`src/rtl/irq_prio_ctrl.sv`:
```
// Clocked interrupt priority controller: edge capture, per-channel masking and a
// valid/ack grant. Define IRQ_RR_EN for round-robin instead of fixed lowest-index priority.
module irq_prio_ctrl #(
  parameter int N_CH = 27,
  parameter int ID_W = 5
) (
  input  logic            clk,
  input  logic            rst,
  input  logic [N_CH-1:0] irq_in,
  input  logic            mask_we,
  input  logic [N_CH-1:0] mask_wdata,
  output logic [N_CH-1:0] mask_q,
  output logic [N_CH-1:0] pending_q,
  output logic            irq_valid,
  output logic [ID_W-1:0] irq_id,
  input  logic            irq_ack
);

  generate
    if (N_CH < 2 || N_CH > 64) begin : g_bad_nch
      $error("irq_prio_ctrl: N_CH must be in 2..64");
    end
    if (ID_W != $clog2(N_CH)) begin : g_bad_idw
      $error("irq_prio_ctrl: ID_W must equal $clog2(N_CH)");
    end
  endgenerate

  typedef enum logic {ST_IDLE, ST_REQ} state_t;

  state_t          r_state;
  logic [N_CH-1:0] r_prev;
  logic [N_CH-1:0] r_pending;
  logic [N_CH-1:0] r_mask;
  logic            r_valid;
  logic [ID_W-1:0] r_id;

  logic [N_CH-1:0] w_rise;
  logic [N_CH-1:0] w_clr;
  logic [N_CH-1:0] w_pending_next;
  logic [N_CH-1:0] w_eligible;
  logic [N_CH-1:0] w_search;
  logic [N_CH-1:0] w_low;
  logic [ID_W-1:0] w_term [N_CH];
  logic [ID_W-1:0] w_acc  [N_CH];
  logic [ID_W-1:0] w_win_id;
  logic            w_ack_fire;

  assign w_ack_fire = (r_state == ST_REQ) && irq_ack;
  assign w_eligible = r_pending & ~r_mask;

  // A rise on the same edge as the clear of that bit survives (set wins).
  generate
    for (genvar gi = 0; gi < N_CH; gi++) begin : g_chan
      assign w_rise[gi]         = irq_in[gi] & ~r_prev[gi];
      assign w_clr[gi]          = w_ack_fire && (r_id == ID_W'(gi));
      assign w_pending_next[gi] = (r_pending[gi] & ~w_clr[gi]) | w_rise[gi];
    end
  endgenerate

`ifdef IRQ_RR_EN
  localparam logic [ID_W:0] N_CH_W = (ID_W+1)'(N_CH);

  logic [ID_W-1:0]   r_rr_ptr;
  logic [2*N_CH-1:0] w_dbl;
  logic [ID_W:0]     w_sum;

  // Rotate so the pointer channel sits at bit 0, then map the hit back.
  assign w_dbl    = {w_eligible, w_eligible};
  assign w_search = N_CH'(w_dbl >> r_rr_ptr);
  assign w_sum    = {1'b0, r_rr_ptr} + {1'b0, w_acc[N_CH-1]};
  assign w_win_id = (w_sum >= N_CH_W) ? ID_W'(w_sum - N_CH_W) : w_sum[ID_W-1:0];

  always_ff @(posedge clk or posedge rst) begin
    if (rst) begin
      r_rr_ptr <= '0;
    end else if (w_ack_fire) begin
      r_rr_ptr <= (r_id == ID_W'(N_CH-1)) ? '0 : r_id + 1'b1;
    end
  end
`else
  assign w_search = w_eligible;
  assign w_win_id = w_acc[N_CH-1];
`endif

  // Isolate the lowest set bit and encode it as an OR of per-bit index terms.
  assign w_low = w_search & (~w_search + {{(N_CH-1){1'b0}}, 1'b1});

  generate
    for (genvar gi = 0; gi < N_CH; gi++) begin : g_enc
      assign w_term[gi] = w_low[gi] ? ID_W'(gi) : '0;
      if (gi == 0) begin : g_first
        assign w_acc[gi] = w_term[gi];
      end else begin : g_rest
        assign w_acc[gi] = w_acc[gi-1] | w_term[gi];
      end
    end
  endgenerate

  always_ff @(posedge clk or posedge rst) begin
    if (rst) begin
      r_prev    <= '0;
      r_pending <= '0;
      r_mask    <= '1;
    end else begin
      r_prev    <= irq_in;
      r_pending <= w_pending_next;
      if (mask_we) begin
        r_mask <= mask_wdata;
      end
    end
  end

  always_ff @(posedge clk or posedge rst) begin
    if (rst) begin
      r_state <= ST_IDLE;
      r_valid <= 1'b0;
      r_id    <= '0;
    end else begin
      case (r_state)
        ST_IDLE: begin
          if (|w_eligible) begin
            r_id    <= w_win_id;
            r_valid <= 1'b1;
            r_state <= ST_REQ;
          end
        end
        ST_REQ: begin
          if (irq_ack) begin
            r_valid <= 1'b0;
            r_state <= ST_IDLE;
          end
        end
        default: begin
          r_valid <= 1'b0;
          r_state <= ST_IDLE;
        end
      endcase
    end
  end

  assign mask_q    = r_mask;
  assign pending_q = r_pending;
  assign irq_valid = r_valid;
  assign irq_id    = r_id;

endmodule

```
`config.mk`:
```
export PLATFORM = sky130hd
export DESIGN_NAME = irq_prio_ctrl
export DESIGN_NICKNAME = d
export VERILOG_FILES = /design/src/rtl/irq_prio_ctrl.sv
export SDC_FILE = /design/constraint.sdc
export NUM_CORES = 1
export LEC_CHECK = 0
export ABC_AREA = 0
export CAP_MARGIN = 5
export CORE_UTILIZATION = 40
export DETAILED_ROUTE_END_ITERATION = 10
export HOLD_SLACK_MARGIN = 0.06
export PLACE_DENSITY = 0.77
export REMOVE_ABC_BUFFERS = 1
export SLEW_MARGIN = 0
export SYNTH_ARGS = -nofsm -noshare
export SYNTH_HDL_FRONTEND = slang
export SYNTH_SLANG_ARGS = --single-unit
```
`constraint.sdc`:
```
create_clock -name clk -period 2.8 [get_ports clk]
set_input_delay 0.56 -clock clk [delete_from_list [all_inputs] [get_ports clk]]
set_output_delay 0.56 -clock clk [all_outputs]
set_load 0.01 [all_outputs]
```
==> metrics.md <==
| Metric | Value |
|---|---|
| Pwr/cell area | a little under 600 mW/mm^2 |
| Largest net degree at the start of global routing | 41 |
| GPL Wtd Cong | 0.925 |
| Slew margin rel. | between 60% and 70% |
| Final setup viols | 0 |
| TritonRoute pass-1 iters | 4 |
| P&R area growth vs syn | 41.7% |
| Hold Crit Class | reg -> reg |
| Clk sinks | 88 |
| Final WL | ~9.5 mm |
| Minimum clock period | roughly 2.1 ns |
| Fill cell count | approximately 760 |
| Area share of xor/xnor cells in the synthesized design | 0% |
| CP peak stage delay | around 0.63 ns |
| CTS-repair resized insts | 0 |
| Hold buffer count at cts | 0 |
| Worst Clk Skew | between 0.009 and 0.01 ns |
| Drc violations | 0 |
| Die ar. | between 0.009 and 0.01 sq mm |
| IO buf count | between 100 and 150 |
| Sequential element share of the synthesized area | between 50% and 60% |
| Compound-Gate Fraction of Synth Area | between 10 and 15% |
| CP arrival | between 1.5 and 2 ns |
| Data required time of the critical path | around 2.2 ns |
| Total Neg Setup Slack | 0 ns |
| F_max | approximately 0.47 GHz |
| Ordered cell list for the critical path | clkdlybuf4s50_1 |
| # nets final | just over 500 |
| Final period util | around 75% |
| Layout cells sized above 1 | 19.4% |
| Vias in the first global route | 2982 |
| Top FF cell, synth | dfrtp_1 |
| Max-slew violation count | 0 |
| Worst path depth | 1 |
| Post-DR wirelength/cell | roughly 17 um |
| Via count | roughly 2900 |
| Simple-gate area share of the yosys netlist | 15.3% |
| CP endpoint kind | primary output |
| Post-Synthesis Cells | ~320 |
| Slew @ Worst Pin | 0.486 ns |
| Worst Setup SP | irq_id[3] |
| First-pass GRT wire length | between 15 and 20 mm |
| Leakage power total | around 2.1 nW |
| Yosys cell types | 50 |
| Reg2reg start | mask_q[0] |
| Portion of netlist area occupied by mux cells | under 10% |
| Routed Antenna Nets | 0 |
| Hold Fails Final Rpt | 0 |
| Final Util | roughly three fifths |
| Antenna diodes | 0 |
| Kind of cell adding the most delay to the critical path | buffers and inverters |
| Worst reg-to-reg path cell count | 6 |
| CTS tree | yes |
| Die width | about 99 um |
| Dpl hpwl | 7.28 mm |
| RSZ-0062 raised after global routing | no |
| DR vias/cell | between 5 and 6 |
| Std cell rows | 34 |
| Largest family of logic cells by synthesized area | simple AND/OR/NAND/NOR gates |
| Clock Tree Buf Depth | 2 |
| Number of flops mapped to enable cells by yosys | 0 |
| CP startpoint kind | flip-flop |
| Yosys warns | 0 |
| Die H | approximately 99 um |
| CP Class | reg -> out |
| Crit path max-delay cell type | clkdlybuf4s50_1 |
| Setup Fix Bufs, Post-CTS | 0 |
| Clock latency on the worst-skew pair | 0.36 ns |
| Async set-reset flop share out of synthesis | 100% |
| Aggregate global routing overflow | 0 |
| Bufs and invs on worst path | 1 |
| CTS clock-pin slew for the worst setup and hold paths | around 0.090 ns |
| Maxcap violations | 0 |
| Synthesized-area fraction occupied by adder cells | 0% |
| Starting Density | approximately two fifths |
| H-tree Lvls | 3 |
| CTS Buf Count | 9 |
| I/O Pins | roughly 120 |
| Status | complete, no violations |
| Worst VDD drop | ~0.00029 V |
| Worst Setup EP | irq_id[3] |
| WHS | 0.416 ns |
| RR Endpoint | irq_id[0] |
| Root Buffer Master | clkbuf_8 |
| GRT Util Overall | about a fifth |
| Worst R2R Setup Slack | 0.71 ns |
| Crit Path Max Fanout | 9 |
| Yosys reg bits | 88 |
| Initial antenna violation count | 0 |
| Core box area | slightly below 0.009 sq mm |
| Iteration-0 DRC count of the detailed router | between 150 and 200 |
| Mapped Area | 0.00373 sq mm |
| Syn Area/Cell | around 12 sq um |
==> layer usage <==
metal	vias up	GRT usage, %	part of all wire, %	wire length, um
met5	-	0	0	0
met4	0	8.04	1.8	167
met3	14	4.26	5.9	565
met2	108	32.1	46	4410
met1	1416	30.1	46	4360
li1	1376	-	-	-
==> layout by cell type, fill, tap and decap left out, types with 3 or more instances in the layout <==
cell             instances
clkdlybuf4s50_1        117
dfrtp_1                 61
o21ai_0                 58
inv_1                   31
dfstp_2                 27
mux2_2                  26
nand2b_1                19
nor2b_1                 13
nor2_1                  12
clkbuf_8                 9
nand2_1                  7
a21oi_1                  6
nor3_1                   5
or2_2                    4
or3_1                    4
nand3b_1                 3
a31oi_1                  3
o31ai_1                  3
==> power breakdown <==
| part | switching, mW | internal, mW | leakage, nW |
|---|---|---|---|
| combinational | 0.291 | 0.335 | 1.10 |
| clock | 0.461 | 0.511 | 0.110 |
| sequential | 0.0917 | 1.40 | 0.925 |
==> registers in the layout, indices dropped and copies added, names as in the netlist <==
name / flops
irq_valid: 1
r_state: 1
mask_q: 27
irq_id: 5
r_prev: 27
pending_q: 27
==> synth_stat cells, drive strengths merged, types with 2 or more instances <==
| master | n | area share [%] |
|---|---|---|
| nand3 | 2 | 0.60 |
| nor3 | 5 | 0.67 |
| nor2 | 12 | 1.2 |
| nand3b | 3 | 0.60 |
| nand4b | 3 | 1.1 |
| o31ai | 3 | 0.60 |
| a31oi | 3 | 0.50 |
| inv | 32 | 3.2 |
| nand2 | 8 | 0.87 |
| dfrtp | 61 | 41 |
| nor2b | 14 | 2.5 |
| or3 | 5 | 0.97 |
| mux2 | 26 | 7.8 |
| buf | 2 | 0.20 |
| or2 | 4 | 0.67 |
| nand2b | 23 | 4.4 |
| dfstp | 27 | 19 |
| a21oi | 6 | 0.80 |
| o21ai | 59 | 7.9 |
| nor4 | 2 | 0.74 |
==> worst reg2reg max path, cell delays in order (launching register included) <==
cell,delay (ns)
dfstp_2,0.55
nand2b_1,0.19
nand4b_1,0.26
nand4b_4,0.31
o41a_1,0.47
nor2_1,0.15
a31oi_1,0.05
==> kinds of logic after synthesis <==
logic type / count (synthesis)
AO/OA/AOI/OAI: 86
flip-flops: 88
buffers and inverters: 35
AND/OR/NAND/NOR: 86
multiplexers: 26
==> through the flow <==
stage | setup slack [ns] | instance area, sq um | total power, mW | std cells
floorplan | 0.00613 | 3720 | 1.78 | 318
finish | 0.690 | 5290 | 3.09 | 562
global placement | 0.664 | 5060 | 2.13 | 546
global route | 0.630 | 5290 | 3.25 | 562
detailed placement | 0.680 | 5060 | 2.14 | 546
CTS | 0.688 | 5290 | 3.12 | 562
==> worst min path at each step <==
stage / startpoint / endpoint / slack (ns) / cells after the start
finish: r_prev[14] / pending_q[14] / 0.42 / 1
global route: r_prev[12] / pending_q[12] / 0.44 / 1
CTS: r_prev[14] / pending_q[14] / 0.42 / 1
detailed placement: r_prev[16] / pending_q[16] / 0.41 / 1
global placement: r_prev[0] / pending_q[0] / 0.40 / 1
floorplan: r_prev[0] / pending_q[0] / 0.40 / 1
==> layout make-up <==
| type | count | area, sq um | share of cell area (%) |
|---|---|---|---|
| flip-flops and latches | 88 | 2240 | 42.3 |
| multi-input cells | 198 | 1370 | 25.8 |
| repair buffers | 120 | 1210 | 22.8 |
| well taps | 108 | 135 | 2.55 |
| clock buffers | 9 | 124 | 2.34 |
| inverters | 32 | 121 | 2.29 |
| clock inverters | 7 | 103 | 1.94 |
No activity file was read; power rests on OpenSTA's default activity.
